==> src/rtl/branch_redirect_ctrl.sv <==
// branch_redirect_ctrl: branch resolve, redirect/flush sequencing and BPU update FIFO (BRANCH_STAT_EN adds counters)
module branch_redirect_ctrl #(
  parameter int UPD_DEPTH = 4
) (
  input  logic        clk,
  input  logic        rst,
  input  logic [1:0]  br_valid,
  input  logic [63:0] br_pc,
  input  logic [63:0] br_target,
  input  logic [1:0]  br_taken,
  input  logic [1:0]  br_pred_taken,
  input  logic [63:0] br_pred_target,
  input  logic        excp_flush_valid,
  input  logic [31:0] excp_target,
  output logic        ex_stall,
  output logic        flush,
  output logic        redirect_valid,
  output logic [31:0] redirect_pc,
  input  logic        redirect_ready,
  output logic        upd_valid,
  output logic [31:0] upd_pc,
  output logic [31:0] upd_target,
  output logic        upd_taken,
  output logic        upd_mispred,
  input  logic        upd_ready
`ifdef BRANCH_STAT_EN
  ,
  output logic [31:0] stat_br_cnt,
  output logic [31:0] stat_mp_cnt
`endif
);
  localparam int AW = $clog2(UPD_DEPTH);
  localparam int CW = AW + 1;
  typedef enum logic {IDLE, REDIR} state_t;
  state_t state, state_nx;
  logic [1:0] mp, push_mask, push;
  logic [31:0] fix_pc [2];
  logic [65:0] ent [2];
  logic [65:0] q [UPD_DEPTH];
  logic [AW-1:0] rd, wr;
  logic [CW-1:0] count, free, n_push, n_acc;
  logic take, pop, br_redir;
  logic [31:0] br_redir_pc;
  for (genvar i = 0; i < 2; i++) begin : g_lane
    assign mp[i] = (br_taken[i] != br_pred_taken[i]) |
                   (br_taken[i] & (br_target[32*i+:32] != br_pred_target[32*i+:32]));
    assign fix_pc[i] = br_taken[i] ? br_target[32*i+:32] : br_pc[32*i+:32] + 32'd4;
    assign ent[i] = {br_pc[32*i+:32], br_target[32*i+:32], br_taken[i], mp[i]};
  end
  assign push_mask = {br_valid[1] & ~(br_valid[0] & mp[0]), br_valid[0]};
  assign n_push = CW'(push_mask[0]) + CW'(push_mask[1]);
  assign free = CW'(UPD_DEPTH) - count;
  assign ex_stall = (state == REDIR) | (free < n_push);
  assign take = (state == IDLE) & ~excp_flush_valid & ~ex_stall;
  assign push = take ? push_mask : 2'b00;
  assign n_acc = CW'(push[0]) + CW'(push[1]);
  assign br_redir = |(push & mp);
  assign br_redir_pc = (push[0] & mp[0]) ? fix_pc[0] : fix_pc[1];
  assign upd_valid = count != '0;
  assign pop = upd_valid & upd_ready;
  assign {upd_pc, upd_target, upd_taken, upd_mispred} = upd_valid ? q[rd] : '0;
  assign redirect_valid = state == REDIR;
  always_comb begin
    state_nx = (excp_flush_valid | br_redir) ? REDIR : redirect_ready ? IDLE : state;
  end
  always_ff @(posedge clk) begin
    if (rst) begin
      state <= IDLE;
      flush <= 1'b0;
      redirect_pc <= '0;
    end else begin
      state <= state_nx;
      flush <= excp_flush_valid | br_redir;
      if (excp_flush_valid | br_redir)
        redirect_pc <= excp_flush_valid ? excp_target : br_redir_pc;
    end
  end
  always_ff @(posedge clk) begin
    if (rst) begin
      rd <= '0;
      wr <= '0;
      count <= '0;
    end else begin
      rd <= rd + AW'(pop);
      wr <= wr + AW'(n_acc);
      count <= count + n_acc - CW'(pop);
    end
  end
  always_ff @(posedge clk) begin
    if (|push)
      q[wr] <= push[0] ? ent[0] : ent[1];
    if (&push)
      q[wr + AW'(1)] <= ent[1];
  end
`ifdef BRANCH_STAT_EN
  always_ff @(posedge clk) begin
    if (rst) begin
      stat_br_cnt <= '0;
      stat_mp_cnt <= '0;
    end else begin
      stat_br_cnt <= stat_br_cnt + 32'(n_acc);
      stat_mp_cnt <= stat_mp_cnt + 32'(br_redir);
    end
  end
`endif
endmodule

==> config.mk <==
export PLATFORM = sky130hd
export DESIGN_NAME = branch_redirect_ctrl
export DESIGN_NICKNAME = d
export VERILOG_FILES = /design/src/rtl/branch_redirect_ctrl.sv
export SDC_FILE = /design/constraint.sdc
export NUM_CORES = 1
export LEC_CHECK = 0
export ABC_AREA = 1
export BUFFER_PORTS_ARGS = -buffer_cell sky130_fd_sc_hd__buf_2
export CORE_ASPECT_RATIO = 1.2
export CORE_UTILIZATION = 30
export DETAILED_ROUTE_END_ITERATION = 8
export SLEW_MARGIN = 15
export SYNTH_ARGS = -nofsm -noshare
export SYNTH_HDL_FRONTEND = slang
export SYNTH_SLANG_ARGS = --single-unit
==> constraint.sdc <==
create_clock -name clk -period 8.7 [get_ports clk]
set_clock_uncertainty 0.2 [all_clocks]
set_input_delay 0.435 -clock clk [delete_from_list [all_inputs] [get_ports clk]]
set_output_delay 0.435 -clock clk [all_outputs]
set_load 0.005 [all_outputs]
Word level (Yosys, flattened, before mapping)
Memories as Yosys holds them, arrays and structs flattened. A register that Yosys moved wholly into a read port is not among the register bits.
Cells that the tools add are included.
Word-level totals
  bits in registers: 41
  bits in latches: 0
  RAM bits: 264
  ROM bits: 0
  input bits: 235
  output and inout bits: 102
  logic and storage cells: 58
  memories kept: 1
Memories
  q: depth 4, bits a word 66, read ports 1, clocked after Yosys merged registers in 1, wr ports 2, RTL line 39  | logic [65:0] q [UPD_DEPTH];
Operators by class
  add/sub/neg operators: 10
  multipliers: 0
  divide/modulo/power cells: 0
  order comparisons: 1
  equal/unequal tests: 4
  shift operators: 0
  muxes and demuxes: 14
  bitwise gates (word level): 17
  reductions and logical operators: 5
Operator list (count)
  $mux W66: 2
  $mux W32: 4
  $add A32 B3 Y32 const B: 2
  $ne A32 B32 Y1: 2
  $and A1 B1 Y1: 8
  $mux W1: 6
  $add A1 B1 Y2: 2
  $mux W2: 2
  $not A1 Y1: 4
  $or A1 B1 Y1: 4
  $reduce_or A2 Y1: 2
  $add A3 B2 Y3: 1
  $lt A3 B2 Y1: 1
  $reduce_bool A3 Y1: 1
  $sub A3 B1 Y3: 1
  $sub A3 B3 Y3 const A: 1
  $add A2 B1 Y2: 1
  $add A2 B1 Y2 const B: 1
  $add A2 B2 Y2: 1
  $and A2 B2 Y2: 1
  $ne A1 B1 Y1: 2
  $reduce_and A2 Y1: 1
  $reduce_bool A2 Y1: 1

Depth between registers and ports, before layout
  word-level depth: 16
  depth in mapped cells: 30
  gate-level depth less buffers: 30

Worst setup path before layout
No wires, ideal clock.
  path type: input to register
  start point: input port br_taken[0]
  end point: memory q[3][0] (enable)
  library setup time: 0.588 ns
  arrival time: 7.730 ns
  path slack: 0.182 ns
  cell stages on the path: 22
  buffers on the path: 3
  path through: buf_2 > nand2_1 > a21oi_1 > nand2_1 > nor2_1 > nand2_1 > nor2_1 > nand3_1 > nand2_1 > and2_1 > ha_1 > inv_1 > ha_1 > nand2_1 > a31oi_1 > nand2_1 > nor2_2 > buf_2 > buf_2 > inv_1 > ha_1 > o31ai_1
RTL lines
  start, declared: RTL line 10  | input logic [1:0] br_taken,
  end, declared: RTL line 39

==> key figures <==
Status
  • Status: finished, final reports clean

Logic synthesis
  • Synth top area share: 39.5%
  • Post-synth top cells: nand2_1 (838), nor2_1 (470), o21ai_0 (450)
  • Netlist Area Pre-Place: 20100 sq um
  • Yosys warns: 0
  • Async SR Flop Fraction: 0%
  • Most numerous cell in the Yosys netlist: nand2_1
  • Synthesized area per cell: 6.94 sq um
  • Gate Count Post-Synth: 2894
  • Area contributors post-synth: edfxtp_1 (39%), nand2_1 (16%), o21ai_0 (11%), nor2_1 (8.8%), inv_1 (4.2%)
  • Syn_nets: 3143
  • Synth area leader: edfxtp_1
  • Register area share after synthesis: 43.6%
  • Ys flop type: edfxtp_1
  • EDFF count, synth: 264
  • Register bit total from synthesis: 305
  • Distinct cells, synth: 38

Global routing
  • Initial antenna violation count: 30
  • Largest net degree at the start of global routing: 115
  • GRT Util Overall: 25.6%
  • Vias in the first global route: 19000
  • Total gr overflow: 0
  • Global-route wire length before repair: 128000 um

Timing
  • Fin crit share: 62.8%
  • FMAX: 0.183 GHz
  • Setup WS post-layout: 3240 ps
  • Fin crit period: 5460 ps
  • RSZ-0062 raised after global routing: false
  • Fin. max-slew vios: 0
  • Slew margin rel.: 20.9%
  • Final setup fails: 0
  • TNS Setup: 0 ps
  • Fin. Hold Viols: 0
  • Measured slew at the worst slew-check pin: 1190 ps

Floorplanning
  • Core Area: 66000 sq um
  • Starting Density: 30.4%
  • Die Width: 238 um
  • Ports: 337
  • Site Rows: 103
  • Chip height: 285 um
  • Die footprint: 68000 sq um

Worst setup path
  • Buf/Inv on CP: 5
  • Crit. Startpoint: br_taken[0]
  • CP Max Fanout: 47
  • R2r startpoint: count[0]
  • Crit. End Element: flop
  • CP dominant cell by count: nand2_1
  • Critical-path cell list: buf_2 > buf_4 > nand2_1 > a21oi_1 > nand2_1 > nor2_1 > nand2_1 > nor2_1 > nand3_1 > nand2_1 > and2_1 > ha_1 > inv_1 > ha_1 > nand2_1 > a31oi_1 > nand2_1 > nor2_4 > inv_1 > ha_1 > o31ai_4 > buf_4
  • WP data required: 8670 ps
  • Critical path type: in -> reg
  • Worst path max stage delay: 990 ps
  • CP top delay family: simple AND/OR/NAND/NOR gates
  • CP max-delay cell: o31ai_4
  • Crit path depth: 22
  • Worst EP arrival: 5430 ps
  • Critical Path Source Type: input pin
  • Reg2reg path depth: 11

Power and ir drop
  • Pwr dens: 235 nW/um^2
  • Total power: 5550 uW
  • Leakage Power: 0.0106 uW
  • Peak supply drop: 0.150 mV

Detailed routing
  • # DRC: 0
  • WL per Instance: 22.0 um
  • WL met2: 41000 um
  • Post-DRT Antenna Nets: 0
  • Highest routed layer: met5
  • Met3 wire len: 7590 um
  • Drt first-iter violations: 2032
  • Pre-antenna DRT Iters: 6
  • Vias per cell: 5.11
  • Final wirelength: 89100 um
  • Met1 Routed Length: 36100 um
  • Total number of vias: 20700

Place
  • Placed cell area: 22500 sq um
  • Inst Count DP: 3982
  • RePlAce Congestion: 0.975
  • Port-buffer cells: 336
  • Detail Placement HPWL: 66900 um
  • Setup WS pre-CTS: 2680 ps

Cells and area
  • Final cell count without fillers: 4058
  • Final Cell Area: 23700 sq um
  • Share of layout cells above drive strength 1: 14.8%
  • Area grow syn2layout: 17.9%
  • Nets: 3377

Min path
  • Worst hold path type: in -> reg
  • Hold path startpoint: excp_target[4]
  • WHS Path Cells: 5

Clocking
  • CTS tree: yes
  • Root Buffer: clkbuf_16
  • Post-CTS resize count: 0
  • Clock sink count: 305
  • CTS max path bufs: 3
  • CTS buffer count: 34
  • Worst-path clk slew: 60 ps
  • Clock Latency Late Sink: 530 ps
  • Max H-tree Level: 2

Flow run
  • Max_cap viols: 0
==> metrics by stage <==
| step | utilization, % | hold slack [ps] |
|---|---|---|
| global placement | 34.1 | 327 |
| CTS | 35.8 | 4.86 |
| finish | 35.9 | 13.7 |
| floorplan | - | 272 |
| detailed placement | 34.1 | 329 |
| global route | 35.9 | 31.5 |
==> report_power, final <==
part           total, uW  internal, uW  switching (uW)
combinational       2190           655            1530
clock               1470           837             636
sequential          1890          1830            63.3
total               5550          3320            2230
==> layout make-up <==
cell class,count,area [sq um]
Antenna cell,12,30.0
Multi-Input combinational cell,2187,9880
Clock inverter,23,228
Tap cell,892,1120
Timing Repair Buffer,363,1890
Sequential cell,305,8750
Clock buffer,39,891
Inverter,237,890
Fill cell,7251,42300
==> worst register-to-register path, stage by stage, from the launching register on <==
cell	delay, ps
dfxtp_1	360
inv_2	50
ha_1	290
ha_1	270
nand2_1	50
a31oi_1	180
nand2_1	140
nor2_4	590
inv_1	110
ha_1	350
o31ai_4	990
buf_4	750
==> sequential cells by signal, indices dropped and copies added (netlist names) <==
signal / flops
rd: 2
redirect_pc: 32
redirect_valid: 1
q: 264
flush: 1
wr: 2
count: 3
==> cell families after synthesis <==
| group | count (synthesis) | synth area share, % |
|---|---|---|
| DFF | 305 | 43.6 |
| AOI/OAI and AO/OA | 614 | 15.6 |
| adders and majority gates | 14 | 0.910 |
| buffers and inverters | 402 | 7.79 |
| xor gates and xnor gates | 32 | 1.40 |
| muxes | 11 | 0.548 |
| and+or+nand+nor | 1516 | 30.2 |
==> path summary, 6_finish.rpt <==
kind / end / slack (ps)
max reg2reg: q[3][50] / 3970
min: redirect_pc[4] / 10
min reg2reg: redirect_pc[4] / 340
max: q[3][50] / 3240
==> repair_timing <==
action                                 4_1_cts  5_1_grt
setup endpoints to repair                    0        0
hold buffers                                 2        0
setup buffers                                0        0
endpoints found under the hold margin        2        0
==> placed cells by master (no fill, tap or decap), drive strengths merged, types with 3 or more instances in the layout <==
master  count
nand2     840
o21ai     514
nor2      496
buf       361
edfxtp    264
inv       240
nand3     139
a21oi      77
dfxtp      41
clkbuf     39
nand4      19
clkinv     17
xnor2      16
xor2       16
ha         13
diode      12
nand3b     11
mux2i      11
a21boi     10
nor3        5
o22ai       5
or2         5
o31ai       4
bufinv      3
==> routing by layer <==
metal	up-vias	track usage, %
li1	9938	-
met1	9530	32.9
met2	1041	41.8
met3	212	4.35
met4	28	11.4
met5	-	0
(Power assumes the default switching activity.)
